[config.mk]
export PLATFORM = sky130hd
export DESIGN_NAME = uart_tx_fifo
export DESIGN_NICKNAME = d
export VERILOG_FILES = /design/src/rtl/uart_tx_fifo.sv
export SDC_FILE = /design/constraint.sdc
export NUM_CORES = 1
export LEC_CHECK = 0
export CAP_MARGIN = 5
export CORE_ASPECT_RATIO = 0.9
export CORE_MARGIN = 2
export CORE_UTILIZATION = 40
export DETAILED_ROUTE_END_ITERATION = 7
export PLACE_DENSITY_LB_ADDON = 0.1
export SLEW_MARGIN = 20
export SYNTH_ARGS = -nofsm -noshare
export SYNTH_HDL_FRONTEND = slang
export SYNTH_SLANG_ARGS = --single-unit
[constraint.sdc]
create_clock -name clk -period 3.89 [get_ports clk]
set_input_delay 0.389 -clock clk [delete_from_list [all_inputs] [get_ports clk]]
set_output_delay 0.389 -clock clk [all_outputs]
set_load 0.01 [all_outputs]
[src/rtl/uart_tx_fifo.sv]
// Buffered UART transmitter: byte FIFO behind a valid/ready write port feeding a
// frame serialiser with programmable divisor, 5-8 data bits, parity, stop bits and break.
module uart_tx_fifo #(
    parameter int FIFO_DEPTH = 16,
    parameter int OVERSAMPLE = 16,
    parameter int DIV_WIDTH  = 16
) (
    input  logic                        clk,
    input  logic                        reset_n,
    input  logic [DIV_WIDTH-1:0]        cfg_div,
    input  logic [1:0]                  cfg_data_bits,
    input  logic                        cfg_stop_bits,
    input  logic                        cfg_parity_en,
    input  logic                        cfg_parity_even,
    input  logic                        tx_en,
    input  logic                        break_req,
    input  logic                        wr_valid,
    input  logic [7:0]                  wr_data,
    output logic                        wr_ready,
    output logic                        tx,
    output logic                        busy,
    output logic [$clog2(FIFO_DEPTH):0] fifo_level,
    output logic                        tx_done,
    output logic [2:0]                  dbg_state
);

    localparam int AW = $clog2(FIFO_DEPTH);
    localparam int LW = AW + 1;
    localparam int OW = $clog2(OVERSAMPLE);
    localparam logic [AW:0]   FULL_LEVEL = LW'(FIFO_DEPTH);
    localparam logic [OW-1:0] OS_LAST    = OW'(OVERSAMPLE - 1);

    typedef enum logic [2:0] {
        S_IDLE, S_START, S_DATA, S_PARITY, S_STOP1, S_STOP2, S_BREAK
    } state_t;

    state_t               state_q, state_d;
    logic [AW:0]          wr_ptr_q, wr_ptr_d, rd_ptr_q, rd_ptr_d;
    logic [7:0]           mem_q [FIFO_DEPTH];
    logic [7:0]           shreg_q, shreg_d;
    logic [2:0]           bit_cnt_q, bit_cnt_d;
    logic [2:0]           nbits_m1_q, nbits_m1_d;
    logic                 stop2_q, stop2_d;
    logic                 par_en_q, par_en_d;
    logic                 par_bit_q, par_bit_d;
    logic [DIV_WIDTH-1:0] div_q, div_d;
    logic [DIV_WIDTH-1:0] div_cnt_q, div_cnt_d;
    logic [OW-1:0]        os_cnt_q, os_cnt_d;
    logic                 guard_q, guard_d;
    logic                 tx_q, tx_d;

    logic [AW:0] level;
    logic        full, empty, wr_fire, pop, tick, bit_end, running, done;
    logic [7:0]  head, data_mask;

    // Write handshake: a byte is taken when wr_valid && wr_ready; wr_ready is a
    // function of the registered level only, so a pop never frees a slot in the same cycle.
    assign level   = wr_ptr_q - rd_ptr_q;
    assign full    = (level == FULL_LEVEL);
    assign empty   = (level == '0);
    assign wr_fire = wr_valid && !full;
    assign head    = mem_q[rd_ptr_q[AW-1:0]];

    assign tick    = (div_cnt_q == div_q);
    assign bit_end = tick && (os_cnt_q == OS_LAST);
    // Bit timers run in every frame state, and in IDLE while the post-break guard bit is pending.
    assign running = (state_q != S_IDLE && state_q != S_BREAK) || (state_q == S_IDLE && guard_q);

    always_comb begin
        case (cfg_data_bits)
            2'b00:   data_mask = 8'h1F;
            2'b01:   data_mask = 8'h3F;
            2'b10:   data_mask = 8'h7F;
            default: data_mask = 8'hFF;
        endcase
    end

    always_comb begin
        state_d    = state_q;
        wr_ptr_d   = wr_ptr_q + LW'(wr_fire);
        rd_ptr_d   = rd_ptr_q;
        shreg_d    = shreg_q;
        bit_cnt_d  = bit_cnt_q;
        nbits_m1_d = nbits_m1_q;
        stop2_d    = stop2_q;
        par_en_d   = par_en_q;
        par_bit_d  = par_bit_q;
        div_d      = div_q;
        div_cnt_d  = div_cnt_q;
        os_cnt_d   = os_cnt_q;
        guard_d    = guard_q;
        pop        = 1'b0;
        done       = 1'b0;

        if (running) begin
            div_cnt_d = tick ? '0 : div_cnt_q + DIV_WIDTH'(1);
            if (bit_end)   os_cnt_d = '0;
            else if (tick) os_cnt_d = os_cnt_q + OW'(1);
        end

        case (state_q)
            S_IDLE: begin
                if (break_req) begin
                    state_d = S_BREAK;
                    guard_d = 1'b0;
                end else if (guard_q) begin
                    if (bit_end) guard_d = 1'b0;
                end else if (tx_en && !empty) begin
                    // Frame configuration is frozen here for the whole frame.
                    pop        = 1'b1;
                    state_d    = S_START;
                    shreg_d    = head;
                    bit_cnt_d  = '0;
                    nbits_m1_d = {1'b1, cfg_data_bits};
                    stop2_d    = cfg_stop_bits;
                    par_en_d   = cfg_parity_en;
                    par_bit_d  = (^(head & data_mask)) ^ ~cfg_parity_even;
                    div_d      = cfg_div;
                    div_cnt_d  = '0;
                    os_cnt_d   = '0;
                end
            end
            S_START: if (bit_end) state_d = S_DATA;
            S_DATA: begin
                if (bit_end) begin
                    shreg_d = shreg_q >> 1;
                    if (bit_cnt_q == nbits_m1_q) state_d = par_en_q ? S_PARITY : S_STOP1;
                    else bit_cnt_d = bit_cnt_q + 3'd1;
                end
            end
            S_PARITY: if (bit_end) state_d = S_STOP1;
            S_STOP1: begin
                if (bit_end) begin
                    if (stop2_q) begin
                        state_d = S_STOP2;
                    end else begin
                        state_d = S_IDLE;
                        done    = 1'b1;
                    end
                end
            end
            S_STOP2: begin
                if (bit_end) begin
                    state_d = S_IDLE;
                    done    = 1'b1;
                end
            end
            S_BREAK: begin
                // Leaving break arms a full idle bit before any new start bit.
                if (!break_req) begin
                    state_d   = S_IDLE;
                    guard_d   = 1'b1;
                    div_d     = cfg_div;
                    div_cnt_d = '0;
                    os_cnt_d  = '0;
                end
            end
            default: state_d = S_IDLE;
        endcase

        rd_ptr_d = rd_ptr_q + LW'(pop);

        case (state_d)
            S_START, S_BREAK: tx_d = 1'b0;
            S_DATA:           tx_d = shreg_d[0];
            S_PARITY:         tx_d = par_bit_d;
            default:          tx_d = 1'b1;
        endcase
    end

    always_ff @(posedge clk or negedge reset_n) begin
        if (!reset_n) begin
            state_q    <= S_IDLE;
            wr_ptr_q   <= '0;
            rd_ptr_q   <= '0;
            shreg_q    <= '0;
            bit_cnt_q  <= '0;
            nbits_m1_q <= '0;
            stop2_q    <= 1'b0;
            par_en_q   <= 1'b0;
            par_bit_q  <= 1'b0;
            div_q      <= '0;
            div_cnt_q  <= '0;
            os_cnt_q   <= '0;
            guard_q    <= 1'b0;
            tx_q       <= 1'b1;
        end else begin
            state_q    <= state_d;
            wr_ptr_q   <= wr_ptr_d;
            rd_ptr_q   <= rd_ptr_d;
            shreg_q    <= shreg_d;
            bit_cnt_q  <= bit_cnt_d;
            nbits_m1_q <= nbits_m1_d;
            stop2_q    <= stop2_d;
            par_en_q   <= par_en_d;
            par_bit_q  <= par_bit_d;
            div_q      <= div_d;
            div_cnt_q  <= div_cnt_d;
            os_cnt_q   <= os_cnt_d;
            guard_q    <= guard_d;
            tx_q       <= tx_d;
        end
    end

    // Storage needs no reset: the pointers define which entries are valid.
    always_ff @(posedge clk) begin
        if (wr_fire) mem_q[wr_ptr_q[AW-1:0]] <= wr_data;
    end

    assign wr_ready   = !full;
    assign tx         = tx_q;
    assign busy       = (state_q != S_IDLE) || !empty;
    assign fifo_level = level;
    assign tx_done    = done;
    assign dbg_state  = state_q;

endmodule

==> impl_metrics.json <==
{
  "outcome": "finished clean",
  "cts.clk_slew.worst_paths_ps": 70,
  "syn-mean-instance-area_um2": 15.14,
  "track_usage": 0.1677,
  "cts_hold_buffers": 0,
  "postRouteAntennaNets": 0,
  "criticalPathCategory": "flip-flop to primary output",
  "synth_cells": 560,
  "startpoint": "wr_ptr_q[2]$_DFF_PN0_",
  "grt_pass1_wl_um": 27880,
  "die_h_um": 142.1,
  "cp_cell_sequence": "ha_1, nor2b_1, o21a_1, or3_1, a221oi_1, nand2_1, clkdlybuf4s50_1",
  "mappedNetlistArea_um2": 8477,
  "r2r_slack_ps": 660,
  "postPlaceCellArea_um2": 9373,
  "nets": 674,
  "reg2reg_to": "tx$_DFF_PN1_",
  "crit_path_top_delay_cell": "dfrtp_1",
  "power.density_nw_per_um2": 671.7,
  "min_period_over_period": 0.8775,
  "p_leak_nw": 3.638,
  "port_buffers": 45,
  "nFillCells": 1827,
  "clockRootBuffer": "clkbuf_16",
  "cts.sink_count": 196,
  "synthesis.nets": 606,
  "synth_top_area_share": 0.4534,
  "synth_common_cells": "edfxtp_1, dfrtp_1, nor2_1",
  "drc_errors": 0,
  "synth_seq_area_share": 0.6543,
  "fin_setup_tns_ps": 0,
  "antenna_found_initial": 0,
  "crit_path_end_kind": "primary output",
  "slowest_delay_ps": 520,
  "vdd.ir_drop.worst_uv": 335.3,
  "first_pass_iters": 5,
  "hold_class": "input port to asynchronous set/reset pin",
  "startpoint_type": "flip-flop",
  "gp_congestion": 0.7430,
  "first_global_vias": 4959,
  "final-setup-viol-count": 0,
  "synth_top_area_cell": "edfxtp_1",
  "start_util": 0.4081,
  "h-tree-depth": 4,
  "grt_max_degree": 44,
  "dr_total_vias": 4845,
  "r2r-start": "wr_ptr_q[2]$_DFF_PN0_",
  "fin_util": 0.4791,
  "ys_ff_latch": 196,
  "cp_data_arrival_time_ps": 3020,
  "report.final.slew_viol_count": 0,
  "syn2layout_area_growth_pct": 17.39,
  "synth.distinct_cells": 54,
  "endpoint": "busy",
  "cp_top_family": "simple AND/OR/NAND/NOR gates",
  "ys_top_cells_by_area": "edfxtp_1, dfrtp_1, mux4_2",
  "dp.final_hpwl_um": 11780,
  "path_max_fanout": 11,
  "slew_headroom": 0.3591,
  "drive_gt1_frac": 0.1872,
  "ys.flop_type": "edfxtp_1",
  "fin_crit_ps": 3414,
  "grt.overflow.total": 0,
  "yosysMostFrequentCell": "edfxtp_1",
  "hold_viol_final": 0,
  "crit_buf_inv": 1,
  "wl_per_cell_um": 18.97,
  "insertion_delay_ps": 430,
  "worstMarginPinSlew_ps": 961.4,
  "synth_edf_count": 128,
  "yosysWarnings": 0,
  "power_mw": 6.684,
  "rsz0062_at_grt": "false",
  "worst-path-stages": 7,
  "post_cts_buffers": 0,
  "coreArea_um2": 20770,
  "async_flop_share": 0.3469,
  "cts_tree": "built",
  "cts_resized": 0,
  "fin_hold_ws_ps": 101.2,
  "cts-buffers-inserted": 17,
  "die_x_um": 157.5,
  "viasPerCell": 5.227,
  "diodes": 0,
  "design_area_um2": 9951,
  "reg2reg_depth": 9,
  "dieArea_um2": 22370,
  "clk_path_buf_depth": 2,
  "fin_skew_ps": 13.34,
  "num_io_pins": 46,
  "wirelength_um": 17580,
  "crit_required_ps": 3500,
  "rows": 50,
  "max-cap-violations": 0,
  "clock.fmax_mhz": 292.9,
  "drt_iter0_drc": 308
}
worst min-delay path by stage:
stage	depth (start not counted)	end
floorplan	0	bit_cnt_q[0]$_DFFE_PN0P_
global placement	1	nbits_m1_q[2]$_DFFE_PN0P_
detailed placement	1	nbits_m1_q[2]$_DFFE_PN0P_
CTS	1	div_q[0]$_DFFE_PN0P_
global route	1	div_q[0]$_DFFE_PN0P_
finish	1	div_q[0]$_DFFE_PN0P_
cell usage in the layout, fill, tap and decap left out, drive strengths merged, types with 7 or more instances in the layout:
cell and n:
nor2 51, xnor2 21, dfrtp 67, mux4 33, nor4 7, buf 27, inv 21, nor3 8
clkdlybuf4s50 44, nand3 22, mux2 19, edfxtp 128, xor2 31, o21ai 13, ha 11, nand2 26
clkbuf 19, nand2b 7
worst reg2reg max path: stages (launching register included):
cell and delay, ps:
dfrtp_1 520, ha_1 400, nor2b_1 140, o21a_1 170
or3_1 320, a221oi_1 420, nor3_1 150, mux2i_1 150
or4b_2 690, a31oi_1 190
stage by stage:
stage / instances / setup slack (ps)
2_1_floorplan: 560 / 294.2
3_3_place_gp: 895 / 714.6
3_5_place_dp: 895 / 629.7
4_1_cts: 927 / 479.5
5_1_grt: 927 / 246.3
6_report: 927 / 476.4
per-layer routing:
metal	GRT usage	wire [um]	part of all wire
met5	0	0	0
met1	0.2334	8262	0.47
met4	0.04115	176	0.010
met2	0.2710	8533	0.49
met3	0.03593	610	0.035
flip-flops by register name, indices dropped and copies added, names as in the netlist, 3 cells and up:
signal      count
shreg_q         8
dbg_state       3
rd_ptr_q        5
div_cnt_q      16
os_cnt_q        4
wr_ptr_q        5
nbits_m1_q      3
bit_cnt_q       3
div_q          16
mem_q         128
power breakdown:
part	switching [mW]	leakage, nW	internal, mW
Sequential	0.307	2.01	2.63
Combinational	1.02	1.35	1.01
Clock	0.814	0.274	0.907
area by class of cell:
type | count | area (um^2) | area share
Sequential cell | 196 | 5548 | 0.5575
Multi-Input combinational cell | 325 | 2763 | 0.2776
Timing Repair Buffer | 71 | 640.6 | 0.06438
Clock buffer | 19 | 432.9 | 0.04351
Tap cell | 286 | 357.8 | 0.03596
Clock inverter | 13 | 145.1 | 0.01459
Inverter | 17 | 63.81 | 0.006413
cell families after synthesis:
logic type / synth area share
AOI/OAI and AO/OA: 0.04812
xor gates and xnor gates: 0.05373
adders and majority gates: 0.01860
buffers and inverters: 0.02037
DFF: 0.6543
muxes: 0.1176
and+or+nand+nor: 0.08723
No activity file was read; power rests on OpenSTA's default activity.
